$ cat config.mk
export PLATFORM = sky130hd
export DESIGN_NAME = alu_operand_stage_flat
export DESIGN_NICKNAME = d
export VERILOG_FILES = /design/src/rtl/alu_operand_stage_if.sv /design/src/rtl/alu_operand_stage.sv /design/src/flat_wrapper.sv
export SDC_FILE = /design/constraint.sdc
export NUM_CORES = 1
export LEC_CHECK = 0
export CAP_MARGIN = 20
export CORE_AREA = 4 4 194 102
export DETAILED_ROUTE_END_ITERATION = 12
export DIE_AREA = 0 0 198 106
export PLACE_DENSITY = 0.69
export SLEW_MARGIN = 20
export SYNTH_ARGS = -nofsm -noshare
export SYNTH_HDL_FRONTEND = slang
export SYNTH_SLANG_ARGS = --single-unit
$ cat constraint.sdc
create_clock -name clk -period 7.5 [get_ports clk]
set_clock_uncertainty 0.15 [all_clocks]
set_input_delay 1.5 -clock clk [delete_from_list [all_inputs] [get_ports clk]]
set_output_delay 1.5 -clock clk [all_outputs]
set_load 0.01 [all_outputs]
$ cat src/rtl/alu_operand_stage_if.sv
// Operand-stage bus: request side, operand handshake to the ALU, and register writeback.
// slave = the operand stage itself, master = the block driving it.
interface alu_operand_stage_if #(
  parameter int unsigned DATA_W = 16,
  parameter int unsigned REG_AW = 3
);
  logic              req_valid;
  logic              req_ready;
  logic [REG_AW-1:0] rn;
  logic [REG_AW-1:0] rm;
  logic [1:0]        shift;
  logic              asel;
  logic              bsel;
  logic [4:0]        imm5;
  logic [1:0]        alu_op_in;
  logic [DATA_W-1:0] Ain;
  logic [DATA_W-1:0] Bin;
  logic [1:0]        ALUop;
  logic              op_valid;
  logic              op_ready;
  logic              wb_en;
  logic [REG_AW-1:0] wb_num;
  logic [DATA_W-1:0] wb_data;

  modport slave (
    input  req_valid, rn, rm, shift, asel, bsel, imm5, alu_op_in,
    input  op_ready, wb_en, wb_num, wb_data,
    output req_ready, Ain, Bin, ALUop, op_valid
  );

  modport master (
    output req_valid, rn, rm, shift, asel, bsel, imm5, alu_op_in,
    output op_ready, wb_en, wb_num, wb_data,
    input  req_ready, Ain, Bin, ALUop, op_valid
  );
endinterface

$ cat src/rtl/alu_operand_stage.sv
// ALU operand stage: 8-entry register file, two-cycle operand read, B shifter,
// zero-A / sign-extended-immediate source selects, valid/ready hand-off to the ALU.
// Optional macro FORWARD_EN: a read colliding with a same-edge writeback
// returns wb_data instead of the old register value.
module alu_operand_stage #(
  parameter int unsigned DATA_W = 16,
  parameter int unsigned NREGS  = 8,
  parameter int unsigned REG_AW = 3
) (
  input logic                 clk,
  input logic                 reset,
  alu_operand_stage_if.slave  bus
);

  typedef enum logic [1:0] {
    IDLE   = 2'd0,
    READ_A = 2'd1,
    READ_B = 2'd2,
    VALID  = 2'd3
  } state_t;

  typedef struct packed {
    logic [REG_AW-1:0] rn;
    logic [REG_AW-1:0] rm;
    logic [1:0]        shift;
    logic              asel;
    logic              bsel;
    logic [4:0]        imm5;
    logic [1:0]        op;
  } req_t;

  state_t            state, state_nxt;
  req_t              req_q;
  logic [DATA_W-1:0] regs [NREGS];
  logic [DATA_W-1:0] rd_a, rd_b;
  logic [DATA_W-1:0] ain_q, bin_q;
  logic [1:0]        aluop_q;
  logic              op_valid_q;
  logic              req_ready_q;

  // B-operand shifter: none / lsl1 / lsr1 / asr1
  function automatic logic [DATA_W-1:0] shift_b(input logic [DATA_W-1:0] v,
                                                input logic [1:0] sh);
    logic [DATA_W-1:0] r;
    case (sh)
      2'b01:   r = {v[DATA_W-2:0], 1'b0};
      2'b10:   r = {1'b0, v[DATA_W-1:1]};
      2'b11:   r = {v[DATA_W-1], v[DATA_W-1:1]};
      default: r = v;
    endcase
    return r;
  endfunction

  // Sign-extend the 5-bit immediate to the operand width
  function automatic logic [DATA_W-1:0] sext5(input logic [4:0] imm);
    return {{(DATA_W-5){imm[4]}}, imm};
  endfunction

  // State register
  always_ff @(posedge clk or posedge reset) begin
    if (reset) state <= IDLE;
    else       state <= state_nxt;
  end

  // Next-state logic
  always_comb begin
    state_nxt = state;
    case (state)
      IDLE:    if (bus.req_valid) state_nxt = READ_A;
      READ_A:  state_nxt = READ_B;
      READ_B:  state_nxt = VALID;
      VALID:   if (bus.op_ready) state_nxt = IDLE;
      default: state_nxt = IDLE;
    endcase
  end

  // Registered request-ready: high exactly while the FSM sits in IDLE
  always_ff @(posedge clk or posedge reset) begin
    if (reset) req_ready_q <= 1'b1;
    else       req_ready_q <= (state_nxt == IDLE);
  end

  // Register file write port, independent of the FSM
  always_ff @(posedge clk or posedge reset) begin
    if (reset) begin
      for (int i = 0; i < NREGS; i++) regs[i] <= '0;
    end else if (bus.wb_en) begin
      regs[bus.wb_num] <= bus.wb_data;
    end
  end

  // Register read ports, with optional write-through on a same-edge collision
  always_comb begin
    rd_a = regs[req_q.rn];
    rd_b = regs[req_q.rm];
`ifdef FORWARD_EN
    if (bus.wb_en && (bus.wb_num == req_q.rn)) rd_a = bus.wb_data;
    if (bus.wb_en && (bus.wb_num == req_q.rm)) rd_b = bus.wb_data;
`endif
  end

  // Request capture and operand/output registers
  always_ff @(posedge clk or posedge reset) begin
    if (reset) begin
      req_q      <= '0;
      ain_q      <= '0;
      bin_q      <= '0;
      aluop_q    <= 2'b00;
      op_valid_q <= 1'b0;
    end else begin
      case (state)
        IDLE: begin
          if (bus.req_valid) begin
            req_q.rn    <= bus.rn;
            req_q.rm    <= bus.rm;
            req_q.shift <= bus.shift;
            req_q.asel  <= bus.asel;
            req_q.bsel  <= bus.bsel;
            req_q.imm5  <= bus.imm5;
            req_q.op    <= bus.alu_op_in;
          end
        end
        READ_A: begin
          ain_q <= req_q.asel ? '0 : rd_a;
        end
        READ_B: begin
          bin_q      <= req_q.bsel ? sext5(req_q.imm5) : shift_b(rd_b, req_q.shift);
          aluop_q    <= req_q.op;
          op_valid_q <= 1'b1;
        end
        VALID: begin
          if (bus.op_ready) op_valid_q <= 1'b0;
        end
        default: ;
      endcase
    end
  end

  assign bus.req_ready = req_ready_q;
  assign bus.Ain       = ain_q;
  assign bus.Bin       = bin_q;
  assign bus.ALUop     = aluop_q;
  assign bus.op_valid  = op_valid_q;

endmodule

$ cat src/flat_wrapper.sv
// flat-port wrapper written by rule: the top's interface ports become plain ports
module alu_operand_stage_flat 
#(
  parameter int unsigned DATA_W = 16,
  parameter int unsigned NREGS  = 8,
  parameter int unsigned REG_AW = 3
)
  (clk, reset, bus_req_valid, bus_rn, bus_rm, bus_shift, bus_asel, bus_bsel, bus_imm5, bus_alu_op_in, bus_op_ready, bus_wb_en, bus_wb_num, bus_wb_data, bus_req_ready, bus_Ain, bus_Bin, bus_ALUop, bus_op_valid);
  alu_operand_stage_if #(.DATA_W(DATA_W), .REG_AW(REG_AW)) bus_i ();
  input logic clk;
  input logic reset;
  input wire logic [$bits(bus_i.req_valid)-1:0] bus_req_valid;
  input wire logic [$bits(bus_i.rn)-1:0] bus_rn;
  input wire logic [$bits(bus_i.rm)-1:0] bus_rm;
  input wire logic [$bits(bus_i.shift)-1:0] bus_shift;
  input wire logic [$bits(bus_i.asel)-1:0] bus_asel;
  input wire logic [$bits(bus_i.bsel)-1:0] bus_bsel;
  input wire logic [$bits(bus_i.imm5)-1:0] bus_imm5;
  input wire logic [$bits(bus_i.alu_op_in)-1:0] bus_alu_op_in;
  input wire logic [$bits(bus_i.op_ready)-1:0] bus_op_ready;
  input wire logic [$bits(bus_i.wb_en)-1:0] bus_wb_en;
  input wire logic [$bits(bus_i.wb_num)-1:0] bus_wb_num;
  input wire logic [$bits(bus_i.wb_data)-1:0] bus_wb_data;
  output wire logic [$bits(bus_i.req_ready)-1:0] bus_req_ready;
  output wire logic [$bits(bus_i.Ain)-1:0] bus_Ain;
  output wire logic [$bits(bus_i.Bin)-1:0] bus_Bin;
  output wire logic [$bits(bus_i.ALUop)-1:0] bus_ALUop;
  output wire logic [$bits(bus_i.op_valid)-1:0] bus_op_valid;
  assign bus_i.req_valid = bus_req_valid;
  assign bus_i.rn = bus_rn;
  assign bus_i.rm = bus_rm;
  assign bus_i.shift = bus_shift;
  assign bus_i.asel = bus_asel;
  assign bus_i.bsel = bus_bsel;
  assign bus_i.imm5 = bus_imm5;
  assign bus_i.alu_op_in = bus_alu_op_in;
  assign bus_i.op_ready = bus_op_ready;
  assign bus_i.wb_en = bus_wb_en;
  assign bus_i.wb_num = bus_wb_num;
  assign bus_i.wb_data = bus_wb_data;
  assign bus_req_ready = bus_i.req_ready;
  assign bus_Ain = bus_i.Ain;
  assign bus_Bin = bus_i.Bin;
  assign bus_ALUop = bus_i.ALUop;
  assign bus_op_valid = bus_i.op_valid;
  alu_operand_stage #(.DATA_W(DATA_W), .NREGS(NREGS), .REG_AW(REG_AW)) u_core (.clk(clk), .reset(reset), .bus(bus_i));
endmodule
==> results.toml <==
[yosys]
synth-seq-cells = 183
synthArstFlopShare_pct = 100
synthTopCellsByArea = "dfrtp_1, mux2_2, mux4_2"
yosys.area.top_type_share_pct = 50.1
synth_fp_nets = 694
synthCells = 653
post_synth.cell_area_avg_sq_um = 13.9
synth_edf_count = 0
yosysWarnings = 0
syn_area_sq_um = 9090
synth_top_area_cell = "dfrtp_1"
yosysSeqAreaShare_pct = 50.4
ys.flop_type = "dfrtp_1"
ys_types = 34

[timing]
rsz0062_at_grt = "false"
setup_violations = 0
relSlewSlack_pct = 25.5
min_period_over_period_pct = 43.1
fin_crit_ns = 3.24
hold_viol_final = 0
finalMaxSlewViolations = 0
fmax_mhz = 309
hold-worst-slack_ns = 0.332
tightest_slew_ns = 1.11
worst_slack_ns = 4.26
fin_setup_tns_ns = 0

[global_routing]
grt_pass1_vias = 6204
grt-ovfl-total = 0
grt_max_degree = 93
grt_first_pass_wirelength_microns = 37900
antenna_found_initial = 0
grt_use_total_pct = 23.9

[worst_setup_path]
start_kind = "input port"
timing.rr.end = "u_core.bus.Bin[13]"
crit_buf_inv = 2
worstPathCellList = "clkdlybuf4s50_1 > nand4_1 > buf_8 > mux2_2"
r2r_slack_ns = 4.83
cpPeakStageDelay_ns = 0.68
reg2reg_from = "u_core.req_q[12]"
cp-end-kind = "register"
path_delay_family = "buffers and inverters"
reg2regPathDepth = 4
crit_slowest_cell = "clkdlybuf4s50_1"
crit_required_ns = 7.67
critPathKind = "input port to register"
worst-path-max-fanout = 10
crit_arrival_ns = 3.40

[routing]
antenna_left = 0
via_per_inst = 6.27
drt_pass1_iterations = 5
post_drt_wl_per_cell_microns = 24.9
drt_wl_total_microns = 24100
vias = 6076
drc = 0
drt_iter0_drc = 449

[hold_path]
holdCritStartpoint = "u_core.req_q[1]"
hold_depth = 2
min_to = "u_core.bus.ALUop[1]"
hold_class = "register to register"

[layout]
fillerInstances = 1441
num-nets-final = 757
final_common_cell = "dfrtp_1"
multi_input_area_sq_um = 4260
layout-drive-gt1-share_pct = 35.0
final_cell_area_sq_um = 10600
layout.cells.non_filler = 969
syn_to_final_growth_pct = 17.1
diodes = 0
layout_common_cells = "dfrtp_1, mux2_2, clkdlybuf4s50_1"
ff_latch_area_sq_um = 4580

[floorplanning]
dieHeight_microns = 106
die_area_sq_um = 21000
num_rows = 35
core_area_sq_um = 18000
die_width_microns = 198
start_util_pct = 50.4
ios = 77

[clocking]
clock_sinks = 183
cts_hold_buffers = 0
cts_inserted_buffers = 17
cts_tree = "built"
h-tree-depth = 4
cts_setup_buffers = 0
cts_buffer_depth = 2
clock_latency_ns = 0.43
cts_resized = 0
path_clk_slew_ns = 0.07
cts_root_buffer = "clkbuf_16"

[pwr]
powerDensity_nw_per_um2 = 407
power.leakage_uw = 0.00438
ir_drop_uv = 214

[placement]
gp_routability_congestion = 0.829
port-buffer-count = 76
place_inst = 937
place_hpwl_microns = 15700
placement.cell_area_sq_um = 10100
place_ws_ns = 3.84

[job]
maxCapViolCount = 0

[run_status]
outcome = "completed"
-- flip-flops by register name, indices dropped and copies added (netlist names) --
register              flops
u_core.state              2
u_core.req_q             17
u_core.regs             128
u_core.bus.Bin           16
u_core.bus.op_valid       1
u_core.bus.Ain           16
u_core.bus.ALUop          2
u_core.bus.req_ready      1
-- report_power, final --
group          internal [uW]  switching (uW)  leakage, uW
registers               1280             315      0.00220
logic                    920             907      0.00190
clock network            505             398     0.000278
-- worst min-delay path: cells and delay by family, from the launching register on --
family	cells	cell delay, ns
simple gates	2	0.10
flops	1	0.35
-- final cells by class --
type	count	area share, %
multi-input combinational	420	40.0
inverter	2	0.118
sequential	183	43.1
clock inverter	13	1.38
tap	240	2.82
timing repair buffer	92	8.45
clock buffer	19	4.16
-- cells in the mapped netlist, types with 2 or more instances --
cell type    n
mux2_2     154
nand4b_1     3
nor2_1       5
inv_1        2
a22oi_1     21
nor3b_4      2
and2_1       2
buf_2       18
nor3_2       2
o21ai_0     32
clkbuf_2     2
nor2b_1      4
o22ai_1      2
nand3_1     10
buf_6        3
mux4_2      41
buf_4        5
a21oi_1     15
mux2_1       6
a31oi_1     16
nand2b_1     3
clkbuf_1    18
mux2i_1     56
nand3b_1     4
nand2_1     29
a32oi_1      9
dfrtp_1    182
-- metal layers --
metal / up-vias / GRT usage (%) / part of all wire [%]
met5: - / 0 / 0
met4: 0 / 5.01 / 1.0
met3: 25 / 8.23 / 9.2
met2: 244 / 32.8 / 41
met1: 3207 / 36.8 / 49
li1: 2600 / - / -
-- per-stage QoR --
step | total power [uW] | utilization (%)
after floorplan | 2770 | -
after global placement | 3330 | 55.5
after detailed placement | 3390 | 55.7
after CTS | 4310 | 59.0
after global routing | 4560 | 59.0
final | 4330 | 59.0
-- logic make-up (layout without fill, tap and decap cells) --
group	count (synthesis)	after routing	synth area share, %
mux	258	258	36.3
compound gates	95	95	6.43
simple gates	67	67	4.05
flops	183	183	50.4
buf+inv	50	126	2.84
-- how the worst max path moves through the flow --
stage                       start                  end  slack [ns]  cells after the start
floorplan                   reset  u_core.bus.ALUop[0]        0.88                      1
detailed placement  bus_wb_num[0]      u_core.regs[39]        3.84                      4
global placement    bus_wb_num[0]      u_core.regs[37]        3.42                      3
global route                reset       u_core.regs[6]        4.09                      3
CTS                 bus_wb_num[0]      u_core.regs[41]        4.31                      4
finish              bus_wb_num[1]       u_core.regs[8]        4.26                      4
Note: power is estimated with default switching activity, not from simulation.
